**src/rtl/fp_pkg.sv**
```systemverilog
// Purpose: shared types and constants for the sequential single-precision adder.
// Latency: n/a (declarations only).
// Backpressure: n/a.
package fp_pkg;

  typedef enum logic [2:0] {
    S_IDLE,
    S_UNPACK,
    S_ALIGN,
    S_ADD,
    S_NORM,
    S_ROUND
  } state_t;

  localparam logic [31:0] QNAN    = 32'h7FC00000;
  localparam logic [7:0]  EXP_MAX = 8'hFF;
  localparam int          MANT_W  = 23;
  localparam int          GRS_W   = 3;
  // hidden bit + fraction + guard/round/sticky
  localparam int          WORK_W  = 1 + MANT_W + GRS_W;

  typedef struct packed {
    logic              sign;
    logic [7:0]        exp;
    logic [MANT_W-1:0] mant;
  } fp_fields;

endpackage

```
**src/rtl/fp_align_shift.sv**
```systemverilog
// Purpose: right shifter for the smaller operand's working mantissa; every bit
//          shifted past the LSB is ORed into the sticky (LSB) position.
// Latency: combinational. Backpressure: none.
// Ports: i_mant (27b in), i_dist (8b shift distance), o_mant (27b out with sticky).
module fp_align_shift
  import fp_pkg::*;
(
  input  logic [WORK_W-1:0] i_mant,
  input  logic [7:0]        i_dist,
  output logic [WORK_W-1:0] o_mant
);

  logic [WORK_W-1:0] w_shifted;
  logic [WORK_W-1:0] w_lost_mask;
  logic              w_lost;

  assign w_shifted   = i_mant >> i_dist;
  // mask of the low bits that fall off the end for distances below the width
  assign w_lost_mask = ~({WORK_W{1'b1}} << i_dist);
  assign w_lost      = |(i_mant & w_lost_mask);

  always_comb begin
    if (i_dist >= 8'(WORK_W)) begin
      o_mant = {{(WORK_W-1){1'b0}}, |i_mant};
    end else begin
      o_mant = {w_shifted[WORK_W-1:1], w_shifted[0] | w_lost};
    end
  end

endmodule

```
**src/rtl/fp_add_seq.sv**
```systemverilog
// Purpose: multi-cycle IEEE-754 single adder (RNE, subnormals flushed to zero).
// Latency: done 2 edges after start for specials, 5+n for arithmetic (n = norm cycles).
// Backpressure: start is only taken in IDLE; start while busy is dropped, no queue.
// Ports: clk/rst (async high), start/a/b request, result/done/ovf reply, busy status.
module fp_add_seq
  import fp_pkg::*;
#(
  parameter bit SUB = 1'b0
)
(
  input  logic        clk,
  input  logic        rst,
  input  logic        start,
  input  logic [31:0] a,
  input  logic [31:0] b,
  output logic [31:0] result,
  output logic        done,
  output logic        busy,
  output logic        ovf
);

  state_t             r_state, w_next;
  fp_fields           r_a, r_b;
  logic [WORK_W-1:0]  r_ma, r_mb;
  logic [WORK_W:0]    r_sum;
  logic signed [9:0]  r_exp;
  logic               r_sign, r_sub, r_zero;
  logic [31:0]        r_res_nxt, r_result;
  logic               r_ovf_nxt, r_ovf, r_fin, r_done;

  // ---------------- UNPACK: special operand classification ----------------
  logic        w_a_nan, w_b_nan, w_a_inf, w_b_inf, w_a_zero, w_b_zero;
  logic        w_special;
  logic [31:0] w_spec_res;

  assign w_a_nan  = (r_a.exp == EXP_MAX) && (r_a.mant != '0);
  assign w_b_nan  = (r_b.exp == EXP_MAX) && (r_b.mant != '0);
  assign w_a_inf  = (r_a.exp == EXP_MAX) && (r_a.mant == '0);
  assign w_b_inf  = (r_b.exp == EXP_MAX) && (r_b.mant == '0);
  assign w_a_zero = (r_a.exp == 8'd0);
  assign w_b_zero = (r_b.exp == 8'd0);

  always_comb begin
    w_special  = 1'b1;
    w_spec_res = '0;
    if (w_a_nan || w_b_nan)                          w_spec_res = QNAN;
    else if (w_a_inf && w_b_inf && (r_a.sign != r_b.sign)) w_spec_res = QNAN;
    else if (w_a_inf)                                w_spec_res = r_a;
    else if (w_b_inf)                                w_spec_res = r_b;
    else if (w_a_zero && w_b_zero)                   w_spec_res = {r_a.sign & r_b.sign, 31'd0};
    else if (w_a_zero)                               w_spec_res = r_b;
    else if (w_b_zero)                               w_spec_res = r_a;
    else                                             w_special  = 1'b0;
  end

  // ---------------- ALIGN: order by magnitude, shift the smaller ----------------
  logic              w_swap;
  fp_fields          w_big, w_sml;
  logic [7:0]        w_dist;
  logic [WORK_W-1:0] w_mbig, w_msml_in, w_msml;

  assign w_swap    = {r_b.exp, r_b.mant} > {r_a.exp, r_a.mant};
  assign w_big     = w_swap ? r_b : r_a;
  assign w_sml     = w_swap ? r_a : r_b;
  assign w_dist    = w_big.exp - w_sml.exp;
  assign w_mbig    = {1'b1, w_big.mant, {GRS_W{1'b0}}};
  assign w_msml_in = {1'b1, w_sml.mant, {GRS_W{1'b0}}};

  fp_align_shift u_align (
    .i_mant (w_msml_in),
    .i_dist (w_dist),
    .o_mant (w_msml)
  );

  // ---------------- ROUND: nearest-even on G and (R|S) ----------------
  logic [WORK_W-1:0] w_m;
  logic              w_up, w_rovf;
  logic [24:0]       w_rm;
  logic signed [9:0] w_rexp;
  logic [22:0]       w_frac;
  logic [31:0]       w_round_res;

  assign w_m    = r_sum[WORK_W-1:0];
  assign w_up   = w_m[2] & (w_m[1] | w_m[0] | w_m[3]);
  assign w_rm   = {1'b0, w_m[26:3]} + {24'd0, w_up};
  // a carry out of the mantissa leaves 1.000..., so the fraction is all zero
  assign w_rexp = r_exp + $signed({9'd0, w_rm[24]});
  assign w_frac = w_rm[24] ? w_rm[23:1] : w_rm[22:0];
  assign w_rovf = !r_zero && (w_rexp >= 10'sd255);

  always_comb begin
    if (r_zero)      w_round_res = {r_sign, 31'd0};
    else if (w_rovf) w_round_res = {r_sign, EXP_MAX, 23'd0};
    else             w_round_res = {r_sign, w_rexp[7:0], w_frac};
  end

  // ---------------- FSM ----------------
  logic w_norm_end;
  assign w_norm_end = (r_sum == '0) || r_sum[27] || r_sum[26] || (r_exp <= 10'sd1);

  always_comb begin
    w_next = r_state;
    case (r_state)
      S_IDLE:   if (start) w_next = S_UNPACK;
      S_UNPACK: w_next = w_special ? S_IDLE : S_ALIGN;
      S_ALIGN:  w_next = S_ADD;
      S_ADD:    w_next = S_NORM;
      S_NORM:   if (w_norm_end) w_next = S_ROUND;
      S_ROUND:  w_next = S_IDLE;
      default:  w_next = S_IDLE;
    endcase
  end

  always_ff @(posedge clk or posedge rst) begin
    if (rst) r_state <= S_IDLE;
    else     r_state <= w_next;
  end

  // ---------------- datapath and output register ----------------
  // r_fin marks the cycle a result is ready; the output register publishes it
  // on the following edge together with the done pulse.
  always_ff @(posedge clk or posedge rst) begin
    if (rst) begin
      r_a <= '0; r_b <= '0; r_ma <= '0; r_mb <= '0; r_sum <= '0; r_exp <= '0;
      r_sign <= 1'b0; r_sub <= 1'b0; r_zero <= 1'b0;
      r_res_nxt <= '0; r_ovf_nxt <= 1'b0; r_fin <= 1'b0;
      r_result <= '0; r_ovf <= 1'b0; r_done <= 1'b0;
    end else begin
      r_fin  <= 1'b0;
      r_done <= r_fin;
      if (r_fin) begin
        r_result <= r_res_nxt;
        r_ovf    <= r_ovf_nxt;
      end
      case (r_state)
        S_IDLE: if (start) begin
          r_a    <= fp_fields'(a);
          r_b    <= fp_fields'({b[31] ^ SUB, b[30:0]});
          r_zero <= 1'b0;
        end
        S_UNPACK: if (w_special) begin
          r_res_nxt <= w_spec_res;
          r_ovf_nxt <= 1'b0;
          r_fin     <= 1'b1;
        end
        S_ALIGN: begin
          r_ma   <= w_mbig;
          r_mb   <= w_msml;
          r_exp  <= $signed({2'b00, w_big.exp});
          r_sign <= w_big.sign;
          r_sub  <= w_big.sign ^ w_sml.sign;
        end
        S_ADD: r_sum <= r_sub ? ({1'b0, r_ma} - {1'b0, r_mb}) : ({1'b0, r_ma} + {1'b0, r_mb});
        S_NORM: begin
          if (r_sum == '0) begin
            r_zero <= 1'b1;
            r_sign <= 1'b0;
          end else if (r_sum[27]) begin
            r_sum <= {1'b0, r_sum[27:2], r_sum[1] | r_sum[0]};
            r_exp <= r_exp + 10'sd1;
          end else if (!r_sum[26]) begin
            if (r_exp <= 10'sd1) r_zero <= 1'b1;
            else begin
              r_sum <= {r_sum[26:0], 1'b0};
              r_exp <= r_exp - 10'sd1;
            end
          end
        end
        S_ROUND: begin
          r_res_nxt <= w_round_res;
          r_ovf_nxt <= w_rovf;
          r_fin     <= 1'b1;
        end
        default: ;
      endcase
    end
  end

  assign result = r_result;
  assign done   = r_done;
  assign ovf    = r_ovf;
  assign busy   = (r_state != S_IDLE);

endmodule

```
**config.mk**
```make
export PLATFORM = sky130hd
export DESIGN_NAME = fp_add_seq
export DESIGN_NICKNAME = d
export VERILOG_FILES = /design/src/rtl/fp_pkg.sv /design/src/rtl/fp_align_shift.sv /design/src/rtl/fp_add_seq.sv
export SDC_FILE = /design/constraint.sdc
export NUM_CORES = 1
export LEC_CHECK = 0
export BUFFER_PORTS_ARGS = -buffer_cell sky130_fd_sc_hd__buf_2
export CAP_MARGIN = 20
export CORE_UTILIZATION = 45
export CTS_CLUSTER_DIAMETER = 100
export DETAILED_ROUTE_END_ITERATION = 7
export PLACE_DENSITY = 0.66
export SLEW_MARGIN = 15
export SYNTH_ARGS = -nofsm -noshare
export SYNTH_HDL_FRONTEND = slang
export SYNTH_SLANG_ARGS = --single-unit
```
**constraint.sdc**
```tcl
create_clock -name clk -period 7.4 [get_ports clk]
set_input_delay 0.37 -clock clk [delete_from_list [all_inputs] [get_ports clk]]
set_output_delay 0.37 -clock clk [all_outputs]
set_load 0.01 [all_outputs]
```
# Yosys cells after proc, flatten, opt, wreduce, memory -nomap -nowiden
# Cells that the tools add are included.
# classes
add_sub_neg	7
magnitude_cmp	4
eq_ne	18
shift	2
mux	49
n_bitwise	8
reduce_logical	35
# op_table
operator	count
32-bit 2-to-1 mux	10
27-bit 2-to-1 mux	4
32-bit case mux with 2 select lines	1
31-bit 2-to-1 mux	2
28-bit 2-to-1 mux	2
28-bit case mux with 2 select lines	1
23-bit zero test	2
23-bit nonzero test	2
10-bit 2-to-1 mux	4
31-bit > comparator	1
27-bit by 27-bit adder with 28-bit output	1
28-bit zero test	1
27-bit by 27-bit subtractor with 28-bit output	1
27-bit AND	1
27-bit inverter	1
27-bit OR reduction	1
27-bit by 8-bit << shifter with 27-bit output, first input constant	1
27-bit by 8-bit >> shifter with 27-bit output	1
24-bit by 1-bit adder with 25-bit output	1
23-bit 2-to-1 mux	1
10-bit case mux with 2 select lines	1
8-bit equality test, second input constant	2
8-bit zero test	2
1-bit 2-to-1 mux	15
29 further kinds	64
# totals
regBits	227
in_bits	67
output_inout_bits	35
wordCells	144

# Depth between registers and ports, before layout
# Gate-level depths: netlist of the first run.
# depth
ltp_word	10
mapped_depth	27
depth_no_buf	21

# By module
# A second synthesis of the first run with hierarchy kept.
# hier_totals
cells_unflattened	1981
area_unflattened_um2	16559.6
# modules_own_cells
module	instances	cells_each	area_per_inst_um2	seq_area_each_um2
fp_add_seq	1	1701	14684.1	5680.4
fp_align_shift	1	280	1875.5	0.0

# Worst setup path after synthesis of the first run
# OpenSTA, ideal clock, no wires.
# synth_path
path_kind	reg2reg
start	reg r_a[27] (netlist bit)
end	reg r_mb[0]
setup_time_ns	0.086
arrival_ns	5.194
t_required_ns	7.314
slack_ns	2.120
stages_incl_launch_ff	26
n_path_buf	5
synth_period_minus_slack_ns	5.280
path_cell_list	dfrtp_1 -> inv_1 -> ha_1 -> buf_2 -> nand4_2 -> nor4_4 -> and2_1 -> a21o_1 -> buf_4 -> buf_4 -> buf_1 -> buf_1 -> mux2i_1 -> ha_1 -> nand2_1 -> nand3_1 -> o2bb2ai_1 -> o2bb2ai_1 -> a21oi_1 -> mux2i_1 -> xor2_1 -> a21oi_1 -> nand2_1 -> o32a_1 -> o2111a_1 -> a32oi_1
# synth_via
elab_chain_cells	9
elab_cells_between_ends	12
cone_classes	add/sub (1); order compare (2); shift (2); mux (3); bitwise (3); reduce/logical (1)
# synth_rtl
element	line_no	rtl
start: declaration	fp_add_seq.sv:23	fp_fields r_a, r_b;
start signal: assignment	fp_add_seq.sv:137	r_a <= fp_fields'(a);
31-bit > comparator	fp_add_seq.sv:62	assign w_swap = {r_b.exp, r_b.mant} > {r_a.exp, r_a.mant};
32-bit 2-to-1 mux, on equally long branches	fp_add_seq.sv:63, fp_add_seq.sv:64	
8-bit subtractor	fp_add_seq.sv:65	assign w_dist = w_big.exp - w_sml.exp;
27-bit by 8-bit << shifter with 27-bit output	fp_align_shift.sv:19	assign w_lost_mask = ~({WORK_W{1'b1}} << i_dist);
27-bit inverter	fp_align_shift.sv:19	
27-bit AND	fp_align_shift.sv:20	assign w_lost = |(i_mant & w_lost_mask);
27-bit OR reduction	fp_align_shift.sv:20	
1-bit bitwise OR	fp_align_shift.sv:26	o_mant = {w_shifted[WORK_W-1:1], w_shifted[0] | w_lost};
27-bit 2-to-1 mux *	fp_align_shift.sv:23	if (i_dist >= 8'(WORK_W)) begin
end signal: assignment	fp_add_seq.sv:148	r_mb <= w_msml;
end: declaration	fp_add_seq.sv:24	logic [WORK_W-1:0] r_ma, r_mb;
# Mark *: on every way between the ends. The rest lies on a longest branch, timed or not.
# A chain may end at the register's enable or synchronous reset.

# Worst setup path after layout of the first run
# layout_path
start	reg r_a[23] (netlist bit)
end	reg r_mb[2]
# layout_via
elab_chain_cells	5
elab_cells_between_ends	7
cone_classes	add/sub (1); order compare (2); shift (1); mux (3)
# layout_rtl
element	line_no
31-bit > comparator	fp_add_seq.sv:62
32-bit 2-to-1 mux, on equally long branches	fp_add_seq.sv:63, fp_add_seq.sv:64
8-bit subtractor	fp_add_seq.sv:65
27-bit by 8-bit >> shifter with 27-bit output or 8-bit by 5-bit greater-or-equal comparator with 1-bit output (tied branches)	fp_align_shift.sv:17, fp_align_shift.sv:23
27-bit 2-to-1 mux *	fp_align_shift.sv:23
# Marks and branches as above.

==> results of run 1 <==
-- routing by layer --
| layer | up-vias | track usage [%] |
|---|---|---|
| li1 | 7027 | - |
| met1 | 7233 | 38.68 |
| met2 | 623 | 43.68 |
| met3 | 97 | 6.037 |
| met4 | 2 | 8.722 |
| met5 | - | 0 |
-- final cells by class --
cell class / instances / share of cell area [%]
inverter: 97 / 2.053
multi-input combinational: 1463 / 54.24
timing repair buffer: 130 / 4.106
clock buffer: 35 / 4.230
tap: 461 / 3.187
clock inverter: 14 / 0.8018
sequential: 227 / 31.38
-- worst paths after layout --
check | cells after the start | slack [ns] | start | to
max | 22 | 1.40 | r_a[23] | r_mb[2]
min | 3 | 0.01 | a[6] | r_a[6]
max reg2reg | 22 | 1.40 | r_a[23] | r_mb[2]
min reg2reg | 1 | 0.49 | r_res_nxt[6] | r_res_nxt[6]
max in group asynchronous | 4 | 5.51 | rst | r_ma[17]
min in group asynchronous | 3 | 0.45 | rst | r_res_nxt[3]
-- worst register-to-register path: cells and delay by family, from the launching register on --
family                   cells  cell delay (ns)
AND/OR/NAND/NOR             10             1.94
AO/OA/AOI/OAI                5             1.85
buffers and inverters        3             0.73
adder cells (fa/ha/maj)      2             0.52
flip-flops                   1             0.47
multiplexers                 1             0.27
XOR/XNOR                     1             0.10
-- flip-flops by register name, indices dropped and copies added (netlist names), 3 cells and up --
signal     flops
r_b           32
r_mb          27
r_ma          24
r_state        3
r_res_nxt     32
r_a           32
r_sum         28
r_exp         10
result        32
-- cells by family after synthesis --
family / count (synthesis)
compound gates: 557
xor+xnor: 62
fa+ha+maj: 89
buf+inv: 226
flops: 227
mux: 151
simple gates: 604
-- what timing repair did --
action / 4_1_cts / 5_1_grt
endpoints found under the hold margin: 92 / 0
setup buffers: 0 / 0
hold buffers: 5 / 0
-- cell usage in the layout (no fill, tap or decap), types with 24 or more instances in the layout --
cell and count:
nor2_1 168, xnor2_1 34, nor3_1 34, nand4_1 28, dfrtp_1 227, inv_1 96
nand3_1 43, clkbuf_16 27, o21ai_0 134, xor2_1 24, buf_2 101, ha_1 88
mux2i_1 75, a22oi_1 35, mux2_2 71, a31oi_1 42, nand2_1 220, a21oi_1 125
-- per-stage QoR --
stage / hold WS [ns] / setup slack [ns] / utilization (%) / instance area, um2
after floorplan: 0.3519 / 0.8105 / - / 16330
after global placement: 0.4739 / 1.661 / 48.03 / 17130
after detailed placement: 0.4798 / 1.532 / 48.03 / 17130
after CTS: 0.0001938 / 1.522 / 50.72 / 18090
after global routing: 0.01968 / 0.8545 / 50.77 / 18100
final: 0.01136 / 1.401 / 50.77 / 18100
==> impl.org, run 1 <==
** Outcome
- Status :: complete, but fails checks
- Violations in the final reports :: DRC

** Place
- After legalization and detailed placement, the total HPWL measured 38,880 um.
- Cell Count Post-Placement :: 2,372
- Count of port buffers added during placement :: 101
- Final estimated routing congestion in global placement :: 0.9357

** Worst setup path
- Broken down by cell family, the worst path's largest delay share belongs to simple AND/OR/NAND/NOR gates.
- Required time at the endpoint of the critical path :: 7.84 ns
- Crit. End Element :: register
- Critical setup path kind :: reg -> reg
- For this run, the slowest stage of the critical path takes 0.65 ns.
- The critical path goes through inv_1 -> ha_1 -> buf_4 -> nand4_1 -> nor4_4 -> and2_1 -> a21o_2 -> mux2i_1 -> ha_1 -> nand2_1 -> nand3_1 -> nand2_1 -> and2_1 -> o31ai_1 -> nand2_1 -> o211ai_1 -> xnor2_1 -> buf_4 -> o311ai_1 -> nor2_1 -> o211ai_1 -> nand3_1.
- Arrival time at the worst endpoint :: 6.44 ns
- Type of element launching the critical path :: register
- Of all nets on the critical path, the largest fanout is 37.
- Among the stages of the critical path, the cell type that occurs most often is nand2_1.
- The number of buffers and inverters on the critical path is 3.
- Slowest cell on the critical path :: a21o_2

** Global route
- Initial antenna violation count :: 1
- Entering global routing, the biggest net connects 97 pins.
- Summed over all layers, the global routing overflow is 0.
- The first global-routing pass estimated 80,400 um of wire.
- GRT Total Usage :: 28.04%
- The number of global-route vias before repair was 14.05k.

** Clock tree
- Clock-pin slew on the worst setup and hold paths :: 0.06 ns
- No sink is reached through more buffers than the 3 on the longest clock path.
- Htree depth :: 1
- Number of buffers inserted during clock tree synthesis :: 27
- Total clock sinks :: 227
- Worst-Skew Late Latency :: 0.57 ns
- After clock tree synthesis, the repair step resized 0 gates.
- The tree is rooted in a clkbuf_16.
- TritonCTS clock tree :: done

** Synth
- Post-Synthesis Mean Instance Area :: 8.523 um2
- In the synthesized netlist, the cells that appear most often are dfrtp_1, nand2_1, nor2_1, o21ai_0, a21oi_1.
- The synthesized design devotes to its leading area cell type a little over a third of total area.
- In this run, synthesis inferred 0 flip-flops with an integrated enable.
- Number of library cell types mapped by synthesis :: 83
- Among all flip-flop cells after synthesis, the most frequent one is dfrtp_1.
- Of the total synthesized cell area, the portion taken by AND, OR, NAND and NOR gates is between 15 and 20%.
- After synthesis, the share of cell area in mux cells is 10.18%.
- Proportion of register bits with asynchronous set or reset after synthesis :: 100.0%
- The most common cell in the synthesized netlist is dfrtp_1.
- Main combinational cell family by area after synthesis :: compound AO/OA/AOI/OAI gates
- Post-synth top area cell :: dfrtp_1
- Area share of xor/xnor cells in the synthesized design :: 3.440%
- Post-synthesis instance total :: 1,916
- Post-synthesis adder-cell area fraction :: under 10%
- The synthesized netlist devotes ~22% of its cell area to compound gates.
- By area the synthesized netlist is led by dfrtp_1, ha_1, nand2_1, mux2_2, mux2i_1.
- The synthesized netlist occupies a cell area of 16,330 um2.
- Fraction of the yosys area taken by sequential cells :: 34.79%
- After synthesis the netlist holds a flip-flop and latch count of 227.
- Synthesized netlist net count :: 2,072
- Yosys warning total :: 0

** Layout
- In the final layout, the multi-input gates occupy slightly below 10,000 um2.
- Once layout is complete, the cells apart from fillers number between 2k and 2.5k.
- Layout Nets :: 2,102
- Area delta synth->final :: 10.85%
- The post-route netlist has 14.04% of its cells at a drive strength greater than 1.
- The repair_antennas step left the layout with diodes totalling 0.
- Total area of sequential cells :: 5680 um2
- Fillers :: 3,378

** Timing
- Max frequency :: approximately 0.17 GHz
- Setup TNS :: 0 ns
- Final setup viols :: 0
- Setup repair after global routing left no endpoint under its margin.
- Number of hold-slack violations in the final timing report :: 0
- The worst pin sits at a relative slew slack of 32.14%.
- The final critical path takes up about four fifths of the cycle.
- Maximum clock skew at final layout :: 0.01706 ns
- Final worst path period need :: 5.999 ns
- Slew at the pin closest to its max-slew limit :: 1.017 ns
- The final number of max-transition violations is 0.

** Routing
- In this run, the number of DRC markers left after iteration 0 of detailed routing was about 1.3k.
- Detail Route Antenna Nets :: 0
- Final Routed Wirelength :: approximately 52,000 um
- Total via count after detailed routing :: 14.98k
- Using the TritonRoute via totals, the vias-per-cell ratio works out to about 6.2.
- Met2 Routed Length :: 22,840 um
- Top routing layer in use :: met5
- The first detailed-routing pass took 8 iterations.
- The detailed router put a total of 22,850 um of wire on met1.
- Dividing the detail-routed wire length by the instance count gives 21.28 um.
- After detailed routing, the met3 layer carries 4305 um of wire.
- Final routed DRC violation total :: 14

** Run
- # Max-Cap Violations :: 0

** Floorplanning
- From bottom edge to top edge, the die measures 192.5 um.
- The die covers 37,050 um2.
- Standard cell core area :: 35,660 um2
- The initial utilization of the core area, before any placement, comes to 45.80%.
- ~100 I/O pins were placed.
- Floorplan die width :: ~190 um
- Row cnt :: just under 70

** Hold path
- Type of the most critical hold path :: in -> reg
Power of run 1 is not shown: default switching activity piles up to over one toggle a cycle in this logic, so the estimate is an artifact.
==> run 2, diff against run 1 <==
- PLACE_DENSITY: 0.66 -> 0.68
- clock period: 7.4 -> 5.18 ns (I/O delays scaled with it)
==> run 2 against run 1 <==
  * The run still ends with DRC left
  * Clock skew grew 0.0027 ns
  * Sequential share of layout area shrank 1.6 points
  * Die area is the same
  * Flip-flop and latch count is the same
  * Routed wire length grew 5.0%
  * Setup slack lost 1.1 ns
  * Non-clock buffer count grew 106
==> impl.org, run 2 (synthesis results as in run 1) <==
** Outcome
- Status :: complete, but fails checks
- Violations in the final reports :: DRC

** Floorplanning
- Overall die area :: 37,050 um2
- Row cnt :: 69
- The die is about 190 um wide.
- Standard cell core area :: roughly 36,000 um2
- Die Y :: 192.5 um
- In this run the count of I/O pins placed on the die edge is about 100.
- The initial utilization of the core area, before any placement, comes to 45.80%.

** Layout
- At the end of the flow, the number of nets in the layout was 2,207.
- 0 antenna diodes ended up in the layout.
- Top library cells by usage in the layout, fill and taps aside :: dfrtp_1, nand2_1, nor2_1
- Area used by multi-input combinational logic :: 9833 um2
- The post-route netlist has 15.93% of its cells at a drive strength greater than 1.
- Most common cell after layout, fill and taps aside :: dfrtp_1
- Area delta synth->final :: 16.70%
- Fill cells in the final layout number approximately 3.3k.
- The sequential cells in the finished layout cover a total of ~5700 um2.

** Timing
- In this run the tightest slew margin relative to its limit is 34.19%.
- Timing would allow up to between 0.2 and 0.25 GHz.
- Slew at the pin closest to its max-slew limit :: between 0.9 and 1 ns
- Number of pins exceeding their max-slew limit in the final report :: 0
- Setup repair after global routing left no endpoint under its margin.
- Final setup viols :: 0
- Hold_ws :: roughly 0.11 ns
- Setup TNS :: 0 ns
- Period utilization :: 93.91%
- Maximum clock skew at final layout :: about 0.02 ns
- The clock period could shrink to 4.864 ns.
- The final number of hold-violating endpoints is 0.

** Global route
- Initial antenna violation count :: 1
- GRT Total Usage :: 29.12%
- Leftover overflow at the end of global routing :: 0
- Number of global-route vias before repair :: between 10k and 15k
- Maximum number of pins on one net before global-route repair :: 176
- The first global-routing pass estimated ~83,000 um of wire.

** Routing
- Dividing the detail-routed wire length by the instance count gives between 20 and 25 um.
- Total via count after detailed routing :: 15.53k
- Once detail routing completed, the nets flagged for antenna violations numbered 0.
- Final Routed Wirelength :: 54,200 um
- Average vias per placed instance :: 6.133
- For this block, the initial DRC count from the detailed router was 1,840.
- Final routed DRC violation total :: 12
- Detailed-router iteration count before antenna repair :: 8

** Worst setup path
- The critical path in this run is classified as reg -> reg.
- In this run the worst path has a maximum fanout of 11.
- In this design, the largest share of critical-path delay is due to compound AO/OA/AOI/OAI gates.
- Crit. End Element :: register
- In this design, the stage delay of the slowest critical-path cell is approximately 0.46 ns.
- Counting both buffers and inverters, the worst setup path holds a total of 3.
- The worst setup path is launched from a register.
- Data on the critical path is required at its endpoint by 5.67 ns.
- The largest individual stage delay along the critical path comes from the cell or4b_1.
- Data arrives at the worst endpoint at 5.36 ns.
- Sequence of cells on the critical path :: inv_1 -> ha_1 -> a21oi_2 -> o211ai_1 -> a2111oi_2 -> o22a_1 -> a21o_2 -> mux2i_1 -> ha_1 -> nand2_1 -> nand3_1 -> o2bb2ai_1 -> o2bb2ai_1 -> a21oi_1 -> mux2i_1 -> xor2_1 -> a211oi_1 -> buf_4 -> o311ai_1 -> buf_4 -> or4b_1 -> nand3_1

** Clock tree
- TritonCTS built the clock tree.
- Clock root buffer :: clkbuf_16
- Htree depth :: 1
- The clock passes through at most 3 buffers.
- In this run, CTS created clock tree buffers numbering 26.
- Clock latency on the worst-skew pair, taken at its later pin, is between 0.5 and 0.6 ns.
- Clock tree synthesis found a total of 227 sinks.
- Clock-pin slew on the worst setup and hold paths :: ~0.060 ns

** Place
- Summed over all nets, the half-perimeter wirelength after detailed placement is between 30,000 and 40,000 um.
- The congestion estimate from routability-driven global placement came to 0.9689.
- Input and output buffers added on the ports amount to 101.

** Hold path
- Type of the most critical hold path :: in -> reg

** Run
- # Max-Cap Violations :: 0
-- run 2: changes by cell type in the layout (fill, tap and decap cells not counted), sizes merged --
| cell | before | now |
|---|---|---|
| buf | 125 | 171 |
| clkbuf | 35 | 33 |
| dlygate4sd3 | 5 | 65 |
| clkinv | 7 | 9 |
| inv | 99 | 98 |
-- run 2: final cells by class --
type / instances / share of cell area (%)
Sequential cell: 227 / 29.82
Clock buffer: 33 / 3.867
Tap cell: 461 / 3.027
Inverter: 97 / 1.930
Multi-Input combinational cell: 1463 / 51.60
Clock inverter: 15 / 0.8010
Timing Repair Buffer: 236 / 8.956
-- run 2: worst register-to-register path, stage by stage, from the launching register on --
cell and delay [ns]:
dfrtp_2 0.43, inv_1 0.10, ha_1 0.37, a21oi_2 0.21, o211ai_1 0.13, a2111oi_2 0.42
o22a_1 0.23, a21o_2 0.18, mux2i_1 0.20, ha_1 0.23, nand2_1 0.09, nand3_1 0.08
o2bb2ai_1 0.19, o2bb2ai_1 0.16, a21oi_1 0.08, mux2i_1 0.16, xor2_1 0.15, a211oi_1 0.23
buf_4 0.22, o311ai_1 0.16, buf_4 0.23, or4b_1 0.46, nand3_1 0.09
-- run 2: stage by stage --
stage,util [%],setup slack (ns),instance area (um2),instances
6_report,53.44,0.3156,19060,2532
2_1_floorplan,-,0.002409,16340,1916
3_5_place_dp,49.07,0.1966,17500,2419
3_3_place_gp,49.07,0.2119,17500,2419
5_1_grt,53.44,0.007424,19060,2532
4_1_cts,53.39,0.1923,19040,2532
-- run 2: path summary, 6_finish.rpt --
| path | from | endpoint | slack, ns | cells after the start |
|---|---|---|---|---|
| setup / recovery | r_a[24] | r_mb[2] | 0.32 | 22 |
| hold / removal | start | r_state[0] | 0.11 | 5 |
| setup reg to reg | r_a[24] | r_mb[2] | 0.32 | 22 |
| hold reg to reg | r_res_nxt[13] | r_res_nxt[13] | 0.49 | 1 |
| max in group asynchronous | rst | r_a[12] | 3.91 | 4 |
| min in group asynchronous | rst | r_res_nxt[2] | 0.51 | 4 |
-- run 2: metal layers --
metal / routed length, um / global-route usage (%) / vias to the layer above
met3: 4380 / 5.874 / 134
met2: 24170 / 45.07 / 679
met1: 23740 / 40.48 / 7475
met4: 1876 / 9.419 / 2
li1: - / - / 7239
met5: 27 / 0 / -
-- run 2: timing repair --
item	in CTS	in global routing
hold buffers	65	0
endpoints found under the setup margin	0	24
endpoints found under the hold margin	116	0
resized for setup	0	9
setup buffers	0	0
Power of run 2 is left out for the same reason.
